## src/rtl/hello_pkg.sv

```systemverilog
// Shared definitions for the seven-segment scrolling message path:
// character code width, character codes and the scroll FSM state type.
package hello_pkg;

    localparam int unsigned CODE_W = 3;

    localparam logic [CODE_W-1:0] CHAR_H     = 3'd0;
    localparam logic [CODE_W-1:0] CHAR_E     = 3'd1;
    localparam logic [CODE_W-1:0] CHAR_L     = 3'd2;
    localparam logic [CODE_W-1:0] CHAR_O     = 3'd3;
    localparam logic [CODE_W-1:0] CHAR_BLANK = 3'd7;

    typedef enum logic [1:0] {
        PAUSE,
        RUN,
        HOLD
    } scroll_state_t;

endpackage

```

## src/rtl/tick_prescaler.sv

```systemverilog
// Free-running modulo-DIV counter; tc strobes for one cycle on the
// terminal count while enabled. clr holds the count at zero.
module tick_prescaler #(
    parameter int unsigned DIV = 12_500_000
) (
    input  logic CLOCK_50,
    input  logic KEY,
    input  logic clr,
    input  logic en,
    output logic tc
);

    localparam int unsigned CNT_W = (DIV > 1) ? $clog2(DIV) : 1;
    localparam logic [CNT_W-1:0] CNT_LAST = CNT_W'(DIV - 1);

    logic [CNT_W-1:0] count;

    always_ff @(posedge CLOCK_50 or negedge KEY) begin
        if (!KEY) begin
            count <= '0;
        end else if (clr) begin
            count <= '0;
        end else if (en) begin
            count <= (count == CNT_LAST) ? '0 : count + 1'b1;
        end
    end

    assign tc = en && !clr && (count == CNT_LAST);

endmodule

```

## src/rtl/hex_scroll_engine.sv

```systemverilog
// Scrolling-message engine: shifts message character codes through a
// NUM_DIGITS-deep digit chain under auto-scroll, hold and single-step control.
module hex_scroll_engine
    import hello_pkg::*;
#(
    parameter int unsigned NUM_DIGITS = 8,
    parameter int unsigned MSG_LEN    = 5,
    parameter int unsigned DIV        = 12_500_000,
    parameter int unsigned HOLD_TICKS = 4
) (
    input  logic                         CLOCK_50,
    input  logic                         KEY,
    input  logic                         run,
    input  logic                         dir,
    input  logic                         step,
    input  logic [MSG_LEN*CODE_W-1:0]    msg,
    output logic [NUM_DIGITS*CODE_W-1:0] q,
    output logic                         tick,
    output logic                         wrap
);

    localparam int unsigned PTR_W  = $clog2(MSG_LEN);
    localparam int unsigned HOLD_W = (HOLD_TICKS > 0) ? $clog2(HOLD_TICKS + 1) : 1;
    localparam logic [PTR_W-1:0]  PTR_LAST  = PTR_W'(MSG_LEN - 1);
    localparam logic [HOLD_W-1:0] HOLD_INIT = HOLD_W'(HOLD_TICKS);

    scroll_state_t state, next_state;

    logic [CODE_W-1:0] digits [NUM_DIGITS];
    logic [CODE_W-1:0] chars  [MSG_LEN];
    logic [PTR_W-1:0]  ptr;
    logic [HOLD_W-1:0] hold_cnt;
    logic              step_d;
    logic              advanced;
    logic              step_rise;
    logic              tc;
    logic              advance;
    logic              wrap_now;
    logic              presc_clr;
    logic              hold_load;
    logic              hold_dec;
    logic              hold_clr;

    for (genvar gk = 0; gk < MSG_LEN; gk++) begin : g_chars
        assign chars[gk] = msg[gk*CODE_W +: CODE_W];
    end

    for (genvar gi = 0; gi < NUM_DIGITS; gi++) begin : g_q
        assign q[gi*CODE_W +: CODE_W] = digits[gi];
    end

    // Prescaler sits cleared while paused, so RUN always starts a full period.
    tick_prescaler #(
        .DIV(DIV)
    ) u_prescaler (
        .CLOCK_50(CLOCK_50),
        .KEY     (KEY),
        .clr     (presc_clr),
        .en      (state != PAUSE),
        .tc      (tc)
    );

    assign step_rise = step && !step_d;
    // Right scroll starts at ptr 0, so the very first advance must not count as a wrap.
    assign wrap_now  = dir ? ((ptr == '0) && advanced) : (ptr == PTR_LAST);

    always_ff @(posedge CLOCK_50 or negedge KEY) begin
        if (!KEY) begin
            state <= PAUSE;
        end else begin
            state <= next_state;
        end
    end

    always_comb begin
        next_state = state;
        advance    = 1'b0;
        presc_clr  = 1'b0;
        hold_load  = 1'b0;
        hold_dec   = 1'b0;
        hold_clr   = 1'b0;
        case (state)
            PAUSE: begin
                presc_clr = 1'b1;
                if (run) begin
                    next_state = RUN;
                end else if (step_rise) begin
                    advance = 1'b1;
                end
            end
            RUN: begin
                if (!run) begin
                    next_state = PAUSE;
                end else if (tc) begin
                    advance = 1'b1;
                    if (wrap_now && (HOLD_TICKS > 0)) begin
                        next_state = HOLD;
                        hold_load  = 1'b1;
                    end
                end
            end
            HOLD: begin
                if (!run) begin
                    next_state = PAUSE;
                    hold_clr   = 1'b1;
                end else if (tc) begin
                    hold_dec = 1'b1;
                    if (hold_cnt <= HOLD_W'(1)) begin
                        next_state = RUN;
                    end
                end
            end
            default: next_state = PAUSE;
        endcase
    end

    always_ff @(posedge CLOCK_50 or negedge KEY) begin
        if (!KEY) begin
            for (int unsigned i = 0; i < NUM_DIGITS; i++) begin
                digits[i] <= CHAR_BLANK;
            end
            ptr      <= '0;
            hold_cnt <= '0;
            step_d   <= 1'b0;
            advanced <= 1'b0;
            tick     <= 1'b0;
            wrap     <= 1'b0;
        end else begin
            step_d <= step;
            tick   <= advance;
            wrap   <= advance && wrap_now;
            if (advance) begin
                advanced <= 1'b1;
                if (!dir) begin
                    digits[0] <= chars[ptr];
                    for (int unsigned i = 1; i < NUM_DIGITS; i++) begin
                        digits[i] <= digits[i-1];
                    end
                    ptr <= (ptr == PTR_LAST) ? '0 : ptr + 1'b1;
                end else begin
                    digits[NUM_DIGITS-1] <= chars[ptr];
                    for (int unsigned i = 0; i + 1 < NUM_DIGITS; i++) begin
                        digits[i] <= digits[i+1];
                    end
                    ptr <= (ptr == '0) ? PTR_LAST : ptr - 1'b1;
                end
            end
            if (hold_load) begin
                hold_cnt <= HOLD_INIT;
            end else if (hold_clr) begin
                hold_cnt <= '0;
            end else if (hold_dec) begin
                hold_cnt <= hold_cnt - 1'b1;
            end
        end
    end

endmodule

```

## config.mk

```make
export PLATFORM = sky130hd
export DESIGN_NAME = hex_scroll_engine
export DESIGN_NICKNAME = d
export VERILOG_FILES = /design/src/rtl/hello_pkg.sv /design/src/rtl/tick_prescaler.sv /design/src/rtl/hex_scroll_engine.sv
export SDC_FILE = /design/constraint.sdc
export NUM_CORES = 1
export LEC_CHECK = 0
export BUFFER_PORTS_ARGS = -buffer_cell sky130_fd_sc_hd__clkbuf_2
export CORE_MARGIN = 5
export CORE_UTILIZATION = 25
export CTS_CLUSTER_SIZE = 30
export DETAILED_ROUTE_END_ITERATION = 7
export SLEW_MARGIN = 15
export SYNTH_ARGS = -nofsm -noshare
export SYNTH_HDL_FRONTEND = slang
export SYNTH_SLANG_ARGS = --single-unit
```

## constraint.sdc

```tcl
create_clock -name CLOCK_50 -period 2.8 [get_ports CLOCK_50]
set_clock_uncertainty 0.1 [all_clocks]
set_input_delay 0.28 -clock CLOCK_50 [delete_from_list [all_inputs] [get_ports CLOCK_50]]
set_output_delay 0.28 -clock CLOCK_50 [all_outputs]
set_load 0.1 [all_outputs]
```

==> summary.txt, run 1 <==
run status: complete, no violations
CTS tree: built
Resize count post-CTS: 0
largest net degree at the start of global routing: 61
die area: 0.0151 mm2
Avg Cell Area, Syn: 9.92 um2
vias in the first global route: 2,432
Post-Syn Instances: 321
Clock Sink Count: 60
Startpoint Class: flip-flop
# setup viols final: 0
routed wire length per instance: 13.8 um
Setup crit end kind: flip-flop
Arrival @ worst endpoint: 2550 ps
die span in x: 123 um
final core occ: 30.9%
critical path class: flip-flop to flip-flop
first-pass GRT wire length: 12,400 um
worst-case clock buffer depth: 2
Tcrit/Tclk final: 84.7%
power per cell area: 782 mW/mm2
GRT Residual Overflow: 0
placed cell areas: 0.00358 mm2
final hold slack: 17.0 ps
Worst path slowest cell: o32a_1
layout net count: 394
area of the multi-input gates: 0.00154 mm2
Num CTS Buffers: 9
layout cell share with drive strength beyond 1: 26.8%
Synth area leaders: dfrtp_1 28%, dfstp_2 20%, mux2i_1 6.0%, xor2_1 4.7%, nand2_1 4.6%
later-pin clock latency in the skew report: 330 ps
DR vias: 2,472
Req. time, crit path: 2980 ps
site row count: 41
Max-slew headroom: 49.1%
worst-case vdd ir drop: 0.303 mV
RSZ-0062 raised after global routing: false
die height: 123 um
core area: 0.0126 mm2
class of the worst hold path: input pin to async pin
Worst-path clk slew: 60 ps
cts hold-fix bufs: 1
Final Hold Fails: 0
setup TNS: 0 ps
antenna viol nets, final: 0
final worst slack: 429 ps
I/O pin cnt: 46
First DRT Iteration DRCs: 166
count leader, synth: nand2_1
synthesis-to-layout area growth: 22.1%
Netlist cell types: 49
CTS H-Tree Depth: 3
CP peak stage delay: 620 ps
placed insts: 528
post-layout min period: 2370 ps
Async SR Flop Fraction: 100%
synth cell count leaders: 39 x nand2_1, 37 x nor2_1, 36 x dfrtp_1, 24 x dfstp_2, 24 x o21ai_0
Critical Path, Cell by Cell: ha_1 > and4_1 > nand3_1 > o32a_1 > buf_4 > a211oi_1 > a21o_1
non-filler instance count after layout: 545
dpl hpwl: 5390 um
syn_nets: 347
number of flops mapped to enable cells by yosys: 0
Global Route Usage Sum: 10.6%
P_sw: 1.17 mW
DRT Pass-1 Iters: 4
Slew @ Worst Pin: 764 ps
Yosys top cell by area: dfrtp_1
Total Wirelength: 7510 um
Power Total: 3.04 mW
ANT cells: 0
Internal: 1.87 mW
Starting Density: 25.3%
number of antenna violations at the first check in global routing: 0
CP max FO: 22
fmax: 0.422 GHz
Syn Std Cell Area: 0.00318 mm2
Yosys top cell area share: 28.3%
root buf cell: clkbuf_16
Final Cell Area: 0.00388 mm2
static leakage: 1.67 nW
Placement Setup Slack: 414 ps
post-synthesis register bit count: 60
final slew viol count: 0
Comb pwr share: 28.3%
# Max-Cap Violations: 0
Avg Vias per Cell: 4.54
Clk pwr share: 35.2%
setup repair bufs after CTS: 0
sequential standard cell area: 0.00153 mm2
Warnings, synthesis: 0
# DRC: 0
fillcell total: 1,287
Port Buffers: 45
ys flop type: dfrtp_1
part of the power in registers: 36.5%
final RePlAce weighted congestion: 0.799
post-synthesis sequential area ratio: 48.1%
sw frac: 38.4%
-- critical path: cells and delay by family, from the launching register on --
kind	cells	cell delay, ps
AOI/OAI and AO/OA	3	920
DFF	1	380
and+or+nand+nor	2	370
buffers and inverters	1	300
adders and majority gates	1	240
-- kinds of logic (layout without fill, tap and decap cells) --
| kind of cell | after synthesis | in the layout | share of synthesized area (%) |
|---|---|---|---|
| adder cells (fa/ha/maj) | 6 | 6 | 2.36 |
| multiplexers | 25 | 25 | 9.16 |
| flip-flops | 60 | 60 | 48.1 |
| buffers and inverters | 23 | 75 | 3.54 |
| AND/OR/NAND/NOR | 130 | 130 | 20.0 |
| XOR/XNOR | 23 | 23 | 6.33 |
| AO/OA/AOI/OAI | 54 | 54 | 10.5 |
-- final timing paths --
| path | from | to | slack (ps) | cells past startpoint |
|---|---|---|---|---|
| max reg2reg | u_prescaler.count[0]$_DFF_PN0_ | q[23]$_DFFE_PN1P_ | 430 | 7 |
| min reg2reg | advanced$_DFFE_PN0P_ | advanced$_DFFE_PN0P_ | 370 | 1 |
| max in group asynchronous | KEY | hold_cnt[2]$_DFFE_PN0P_ | 2090 | 2 |
| max | u_prescaler.count[0]$_DFF_PN0_ | q[23]$_DFFE_PN1P_ | 430 | 7 |
| min in group CLOCK_50 | run | state[0]$_DFFE_PN0P_ | 200 | 2 |
| min | KEY | u_prescaler.count[13]$_DFF_PN0_ | 20 | 2 |
-- cells in the final DEF (no fill, tap or decap), types with 2 or more instances in the layout --
master	synthesis	final
a211oi_1	4	4
a21o_1	4	4
a21oi_1	5	5
a22oi_1	4	4
and2_1	2	2
and3_1	5	5
and4_1	3	3
and4bb_2	2	2
buf_4	2	5
clkbuf_16	0	10
clkbuf_2	0	45
clkinv_2	1	3
dfrtp_1	36	36
dfstp_2	24	24
ha_1	6	6
inv_1	7	7
inv_4	0	2
mux2_2	3	3
mux2i_1	19	19
mux4_2	3	3
nand2_1	39	39
nand2b_1	3	3
nand3_1	14	14
nand4_1	6	6
nor2_1	37	37
nor3_1	6	6
nor3b_1	2	2
nor4_1	3	3
nor4b_1	2	2
o21ai_0	24	24
o21ai_1	2	2
o21bai_1	2	2
xnor2_1	6	6
xor2_1	17	17
-- state kept, by name (all words and copies together), names as in the netlist --
name,flops
q,24
state,2
tick,1
u_prescaler.count,24
hold_cnt,3
ptr,3
advanced,1
step_d,1
wrap,1
-- routing by layer --
metal	GRT usage, %	vias to the layer above	share of wire [%]
li1	-	1226	-
met1	14.4	1192	48
met2	15.1	45	44
met3	2.81	9	5.7
met4	6.51	0	2.0
met5	0	-	0
-- power groups by stage --
| stage | clock network [mW] | logic (mW) | registers, mW |
|---|---|---|---|
| after CTS | 1.10 | 0.867 | 1.11 |
| final | 1.07 | 0.859 | 1.11 |
| after floorplan | 0 | 0.257 | 1.56 |
| after global placement | 0 | 0.858 | 1.12 |
| after detailed placement | 0 | 0.863 | 1.12 |
| after global routing | 1.13 | 0.921 | 1.13 |
-- layout make-up --
cell class | count | share of cell area [%]
Multi-Input combinational cell | 238 | 39.6
Tap cell | 172 | 5.54
Inverter | 8 | 0.805
Clock inverter | 5 | 0.805
Sequential cell | 60 | 39.4
Clock buffer | 11 | 6.80
Timing Repair Buffer | 51 | 7.02
Power figures use the tool's default switching activity.
==> run 2: changes to the inputs <==
Settings changed: ABC_AREA from default to 1.
Clock period 2.8 ns to 2.34 ns, I/O delays scaled along.
==> run 2 against run 1 <==
Combinational power grew to 3.0 times the previous value. Sequential cell count stayed put. First-iteration DRC count is 7.2% lower. Wire length is 9.8% higher. Count of clock-buffer cells in the layout is 2 lower. Utilization hardly changed. Clock power is 24% higher. Non-clock buffer count is 3 higher. Total power is 84% higher. Cell area is 9.9% higher. Critical path type unchanged. Largest cell class unchanged.
==> summary.txt, run 2 <==
run status: complete, no violations (unchanged)
FF-to-FF setup slack: 420 ps (was 430 ps)
ys flop type: dfrtp_1 (unchanged)
reg2reg path depth: 9 (was 7)
Final Hold Fails: 0 (unchanged)
Slew @ Worst Pin: 597 ps (was 764 ps)
# Max-Cap Violations: 0 (unchanged)
placed insts: 705 (was 528)
vias in the first global route: 3,031 (was 2,432)
final slew viol count: 0 (unchanged)
worst r2r src: ptr[1]$_DFFE_PN0P_ (was u_prescaler.count[0]$_DFF_PN0_)
DRT Pass-1 Iters: 5 (was 4)
buffers and inverters on the worst path: 2 (was 1)
static leakage: 1.94 nW (was 1.67 nW)
most frequent cells in the layout: 165 x nand2_1, 62 x nor2_1, 46 x inv_1 (was 45 x clkbuf_2, 39 x nand2_1, 37 x nor2_1)
die height: 128 um (was 123 um)
Avg Vias per Cell: 4.35 (was 4.54)
synth cell count leaders: 165 x nand2_1, 62 x nor2_1, 46 x inv_1, 38 x nand3_1, 36 x dfrtp_1 (was 39 x nand2_1, 37 x nor2_1, 36 x dfrtp_1, 24 x dfstp_2, 24 x o21ai_0)
routed wire length per instance: 11.4 um (was 13.8 um)
Resize count post-CTS: 0 (unchanged)
Tcrit/Tclk final: 82.3% (was 84.7%)
Worst-path clk slew: 60 ps (about the same)
I/O pin cnt: 46 (unchanged)
Num CTS Buffers: 9 (unchanged)
largest net degree at the start of global routing: 40 (was 61)
Arrival @ worst endpoint: 2030 ps (was 2550 ps)
Crit path top cell by count: nand2_1
fmax: 0.520 GHz (was 0.422 GHz)
Clock Sink Count: 60 (unchanged)
count leader, synth: nand2_1 (unchanged)
worst-case clock buffer depth: 2 (unchanged)
syn_nets: 513 (was 347)
Avg Cell Area, Syn: 7.20 um2 (was 9.92 um2)
Warnings, synthesis: 0 (unchanged)
Global Route Usage Sum: 10.8% (was 10.6%)
class of the worst hold path: input pin to flip-flop (was input pin to async pin)
R2R Path End: state[1]$_DFFE_PN0P_ (was q[23]$_DFFE_PN1P_)
Yosys top cell by area: dfrtp_1 (unchanged)
# setup viols final: 0 (unchanged)
synthesis-to-layout area growth: 21.7% (was 22.1%)
Syn Std Cell Area: 0.00351 mm2 (was 0.00318 mm2)
# DRC: 0 (unchanged)
Top delay family on crit path: flip-flops (was compound AO/OA/AOI/OAI gates)
die area: 0.0165 mm2 (was 0.0151 mm2)
non-filler instance count after layout: 723 (was 545)
critical path class: flip-flop to flip-flop (unchanged)
root buf cell: clkbuf_16 (unchanged)
leading cell type in the layout, fill and taps excluded: nand2_1 (was clkbuf_2)
Setup crit end kind: flip-flop (unchanged)
Worst path depth: 9 (was 7)
post-synthesis register bit count: 60 (unchanged)
Async SR Flop Fraction: 100% (unchanged)
Netlist cell types: 29 (was 49)
core area: 0.0138 mm2 (was 0.0126 mm2)
Yosys top cell area share: 25.7% (was 28.3%)
Starting Density: 25.4% (was 25.3%)
number of flops mapped to enable cells by yosys: 0 (unchanged)
First DRT Iteration DRCs: 154 (was 166)
antenna viol nets, final: 0 (unchanged)
Req. time, crit path: 2450 ps (was 2980 ps)
layout cell share with drive strength beyond 1: 21.5% (was 26.8%)
first-pass GRT wire length: 14,500 um (was 12,400 um)
Startpoint Class: flip-flop (unchanged)
Setup crit end: state[1]$_DFFE_PN0P_ (was q[23]$_DFFE_PN1P_)
CP max FO: 6 (was 22)
RSZ-0062 raised after global routing: false (unchanged)
power per cell area: 1310 mW/mm2 (was 782 mW/mm2)
Synth area leaders: dfrtp_1 26%, dfstp_2 18%, nand2_1 18%, nor2_1 6.6%, nand3_1 5.4% (was dfrtp_1 28%, dfstp_2 20%, mux2i_1 6.0%, xor2_1 4.7%, nand2_1 4.6%)
Max-slew headroom: 60.2% (was 49.1%)
number of antenna violations at the first check in global routing: 0 (unchanged)
Post-Syn Instances: 487 (was 321)
Port Buffers: 45 (unchanged)
worst-case vdd ir drop: 0.410 mV (was 0.303 mV)
Critical Path, Cell by Cell: inv_1 > ha_1 > a21oi_1 > inv_1 > nand2_1 > a21oi_1 > nand2_1 > nand2_1 > nand2_1 (was ha_1 > and4_1 > nand3_1 > o32a_1 > buf_4 > a211oi_1 > a21o_1)
post-synthesis sequential area ratio: 43.7% (was 48.1%)
Total Wirelength: 8240 um (was 7510 um)
die span in x: 128 um (was 123 um)
dpl hpwl: 5940 um (was 5390 um)
Worst path slowest cell: dfrtp_1 (was o32a_1)
GRT Residual Overflow: 0 (unchanged)
final RePlAce weighted congestion: 0.792 (was 0.799)
DR vias: 3,143 (was 2,472)
CP peak stage delay: 440 ps (was 620 ps)
later-pin clock latency in the skew report: 320 ps (was 330 ps)
Power Total: 5.58 mW (was 3.04 mW)
CP startpoint: ptr[1]$_DFFE_PN0P_ (was u_prescaler.count[0]$_DFF_PN0_)
layout net count: 564 (was 394)
ANT cells: 0 (unchanged)
CTS H-Tree Depth: 3 (unchanged)
setup TNS: 0 ps (unchanged)
CTS tree: built (unchanged)
post-layout min period: 1920 ps (was 2370 ps)
site row count: 43 (was 41)
run 2: cell types whose count changed after synthesis, sizes merged, moves of 6 or more:
| cell | previous run | this run |
|---|---|---|
| nor2 | 37 | 68 |
| xor2 | 17 | 5 |
| nand2 | 39 | 169 |
| a21oi | 5 | 11 |
| inv | 7 | 49 |
| mux2i | 19 | 0 |
| o21ai | 26 | 39 |
| nand3 | 14 | 39 |
run 2: logic make-up after synthesis:
group	share of synthesized area [%]
simple gates	35.7
xor+xnor	2.00
compound gates	8.59
fa+ha+maj	2.14
flops	43.7
buf+inv	7.92
run 2: layer usage:
layer / share of wire, % / up-vias / track usage [%]
li1: - / 1637 / -
met1: 49 / 1441 / 14.4
met2: 45 / 58 / 16.8
met3: 6.0 / 7 / 4.11
met4: 0.67 / 0 / 1.87
met5: 0 / - / 0
run 2: worst register-to-register path, cell delays in order, from the launching register on:
cell,delay [ps]
dfrtp_1,440
inv_1,230
ha_1,300
a21oi_1,110
inv_1,120
nand2_1,90
a21oi_1,210
nand2_1,100
nand2_1,60
nand2_1,50
run 2: repair_timing:
item / 4_1_cts / 5_1_grt
setup buffers: 0 / 0
hold buffers: 2 / 0
hold endpoints to repair: 16 / 0
run 2: report_power, final:
| group | leakage [nW] | internal [mW] | switching [mW] |
|---|---|---|---|
| logic | 1.05 | 0.516 | 2.07 |
| clock network | 0.146 | 0.829 | 0.504 |
| registers | 0.736 | 1.41 | 0.246 |
| total | 1.94 | 2.76 | 2.82 |
run 2: metrics by stage:
stage,worst slack [ps],hold WS [ps],utilization (%),cell area [um2]
after floorplan,613,-162,-,3510
after global placement,474,174,28.6,3950
after detailed placement,421,179,28.6,3950
after CTS,424,183,30.9,4270
after global routing,233,221,30.9,4270
final,415,189,30.9,4270
run 2: final cells by class:
class	count	area, um2
multi-input cells	362	1700
fillers	1509	9560
well taps	180	225
flip-flops and latches	60	1530
clock inverters	7	75.1
clock buffers	9	225
inverters	51	191
repair buffers	54	323
run 2: worst min-delay path by stage:
stage               startpoint                              to  slack [ps]  cells after the start
floorplan                  KEY            advanced$_DFFE_PN0P_        -160                      0
global placement           KEY  u_prescaler.count[1]$_DFF_PN0_         170                      1
detailed placement         KEY  u_prescaler.count[1]$_DFF_PN0_         180                      1
CTS                    msg[13]               q[22]$_DFFE_PN1P_         180                      7
global route           msg[12]                q[0]$_DFFE_PN1P_         220                      7
finish                 msg[13]                q[1]$_DFFE_PN1P_         190                      7
==> run 3: changes to the inputs <==
Clock period 2.34 ns to 1.8 ns, I/O delays scaled along.
==> run 3 against run 2 <==
Worst setup slack worse by 270 ps. Hold slack worse by 37 ps. Cell area is 5.0% higher. Cell count is 2.2% higher. Clock power is 30% higher. Critical path type unchanged. Critical endpoint is now ptr[0]$_DFFE_PN0P_. Largest cell class unchanged.
==> summary.txt, run 3 (synthesized netlist as in run 2, its figures left out) <==
FF-to-FF setup slack: 150 ps (was 420 ps)
First DRT Iteration DRCs: 220 (was 154)
Worst-path clk slew: 60 ps (about the same)
R2R Path End: ptr[0]$_DFFE_PN0P_ (was state[1]$_DFFE_PN0P_)
final slew viol count: 0 (unchanged)
# DRC: 0 (unchanged)
worst r2r src: u_prescaler.count[0]$_DFF_PN0_ (was ptr[1]$_DFFE_PN0P_)
Setup crit end kind: flip-flop (unchanged)
layout cell share with drive strength beyond 1: 24.9% (was 21.5%)
post-layout min period: 1650 ps (was 1920 ps)
Top delay family on crit path: simple AND/OR/NAND/NOR gates (was flip-flops)
DR vias: 3,227 (was 3,143)
final core occ: 32.4% (was 30.9%)
largest net degree at the start of global routing: 61 (was 40)
CP max FO: 11 (was 6)
later-pin clock latency in the skew report: 320 ps (about the same)
Power Total: 7.40 mW (was 5.58 mW)
ANT cells: 0 (unchanged)
root buf cell: clkbuf_16 (unchanged)
die area: 0.0165 mm2 (unchanged)
placed insts: 716 (was 705)
non-filler instance count after layout: 739 (was 723)
Max-slew headroom: 62.9% (was 60.2%)
Tcrit/Tclk final: 91.9% (was 82.3%)
class of the worst hold path: input pin to flip-flop (unchanged)
final RePlAce weighted congestion: 0.818 (was 0.792)
Req. time, crit path: 1910 ps (was 2450 ps)
Avg Vias per Cell: 4.37 (was 4.35)
vias in the first global route: 2,994 (was 3,031)
power per cell area: 1650 mW/mm2 (was 1310 mW/mm2)
fmax: 0.604 GHz (was 0.520 GHz)
worst-case clock buffer depth: 2 (unchanged)
routed wire length per instance: 11.9 um (was 11.4 um)
Slew @ Worst Pin: 559 ps (was 597 ps)
# setup viols final: 0 (unchanged)
Crit path top cell by count: nor2_4 (was nand2_1)
hold path depth: 7 (unchanged)
Arrival @ worst endpoint: 1760 ps (was 2030 ps)
static leakage: 2.04 nW (was 1.94 nW)
Final Hold Fails: 0 (unchanged)
antenna viol nets, final: 0 (unchanged)
Critical Path, Cell by Cell: ha_4 > nand2_2 > nor2_4 > nand2_1 > nor2_4 > nand3_2 > nand2_4 > buf_6 > o21ai_2 (was inv_1 > ha_1 > a21oi_1 > inv_1 > nand2_1 > a21oi_1 > nand2_1 > nand2_1 > nand2_1)
critical path class: flip-flop to flip-flop (unchanged)
most frequent cells in the layout: 164 x nand2_1, 60 x nor2_1, 46 x inv_1 (was 165 x nand2_1, 62 x nor2_1, 46 x inv_1)
CTS H-Tree Depth: 3 (unchanged)
core area: 0.0138 mm2 (unchanged)
Startpoint Class: flip-flop (unchanged)
number of antenna violations at the first check in global routing: 0 (unchanged)
Clock Sink Count: 60 (unchanged)
layout net count: 580 (was 564)
die height: 128 um (unchanged)
dpl hpwl: 6110 um (was 5940 um)
die span in x: 128 um (unchanged)
min-delay src: msg[13] (unchanged)
reg2reg path depth: 9 (unchanged)
Hold Path Sink: q[1]$_DFFE_PN1P_ (unchanged)
GRT Residual Overflow: 0 (unchanged)
leading cell type in the layout, fill and taps excluded: nand2_1 (unchanged)
# Max-Cap Violations: 0 (unchanged)
Worst path slowest cell: dfrtp_1 (unchanged)
run status: complete, no violations (unchanged)
synthesis-to-layout area growth: 27.7% (was 21.7%)
Starting Density: 25.4% (unchanged)
Total Wirelength: 8760 um (was 8240 um)
DRT Pass-1 Iters: 4 (was 5)
Port Buffers: 45 (unchanged)
setup TNS: 0 ps (unchanged)
buffers and inverters on the worst path: 1 (was 2)
I/O pin cnt: 46 (unchanged)
Num CTS Buffers: 9 (unchanged)
first-pass GRT wire length: 14,200 um (was 14,500 um)
worst-case vdd ir drop: 0.492 mV (was 0.410 mV)
Global Route Usage Sum: 10.5% (was 10.8%)
RSZ-0062 raised after global routing: false (unchanged)
site row count: 43 (unchanged)
CP peak stage delay: 400 ps (was 440 ps)
CTS tree: built (unchanged)
==> run 3: cell type report <==
class                      instances  area, um2
clock buffer                      13        293
timing repair buffer              70        482
sequential                        60       1530
tap                              180        225
clock inverter                     3       15.0
multi-input combinational        362       1740
inverter                          51        191
fill                            1472       9350
==> run 3: what timing repair did <==
action                                  in CTS  in global routing
buffers inserted                             0                  2
hold buffers                                 2                  0
gates resized for setup                      0                 11
endpoints found under the setup margin       0                 42
hold endpoints to repair                    37                  0
==> run 3: worst max path at each step <==
| stage | from | endpoint | slack (ps) | cells after the start |
|---|---|---|---|---|
| after CTS | u_prescaler.count[4]$_DFF_PN0_ | u_prescaler.count[22]$_DFF_PN0_ | 20 | 6 |
| final | u_prescaler.count[0]$_DFF_PN0_ | ptr[0]$_DFFE_PN0P_ | 150 | 9 |
| after floorplan | ptr[0]$_DFFE_PN0P_ | state[0]$_DFFE_PN0P_ | 70 | 9 |
| after global routing | u_prescaler.count[0]$_DFF_PN0_ | q[13]$_DFFE_PN1P_ | 0.2 | 10 |
| after global placement | u_prescaler.count[6]$_DFF_PN0_ | u_prescaler.count[16]$_DFF_PN0_ | 60 | 8 |
| after detailed placement | u_prescaler.count[0]$_DFF_PN0_ | q[9]$_DFFE_PN1P_ | 50 | 10 |
==> run 3: tightest hold or removal path, cell delays in order <==
cell and delay [ps]:
clkbuf_2 80, nand2_1 50, nand2_1 70, nand2_1 60, nand2_1 40, nand2_1 50, nand2_1 40
==> run 3: power by group <==
part / switching, mW / leakage [nW] / internal, mW / total, mW
Combinational: 2.77 / 1.15 / 0.787 / 3.55
Clock: 0.597 / 0.156 / 1.13 / 1.73
Sequential: 0.281 / 0.734 / 1.84 / 2.12
Total: 3.65 / 2.04 / 3.76 / 7.40
==> run 3: metrics by stage <==
stage               worst slack (ps)  cell area (um2)  hold slack, ps
floorplan                       72.6             3510            -216
global placement                58.4             4030             127
detailed placement              51.4             4030             119
CTS                             23.3             4360             148
global route                   0.189             4480             206
finish                           146             4480             152
==> run 3: routing by layer <==
metal	up-vias	part of all wire (%)	global-route usage (%)
met5	-	0	0
met4	0	0.80	2.43
met3	8	6.1	2.86
met2	70	47	17.7
met1	1475	46	13.4
li1	1674	-	-
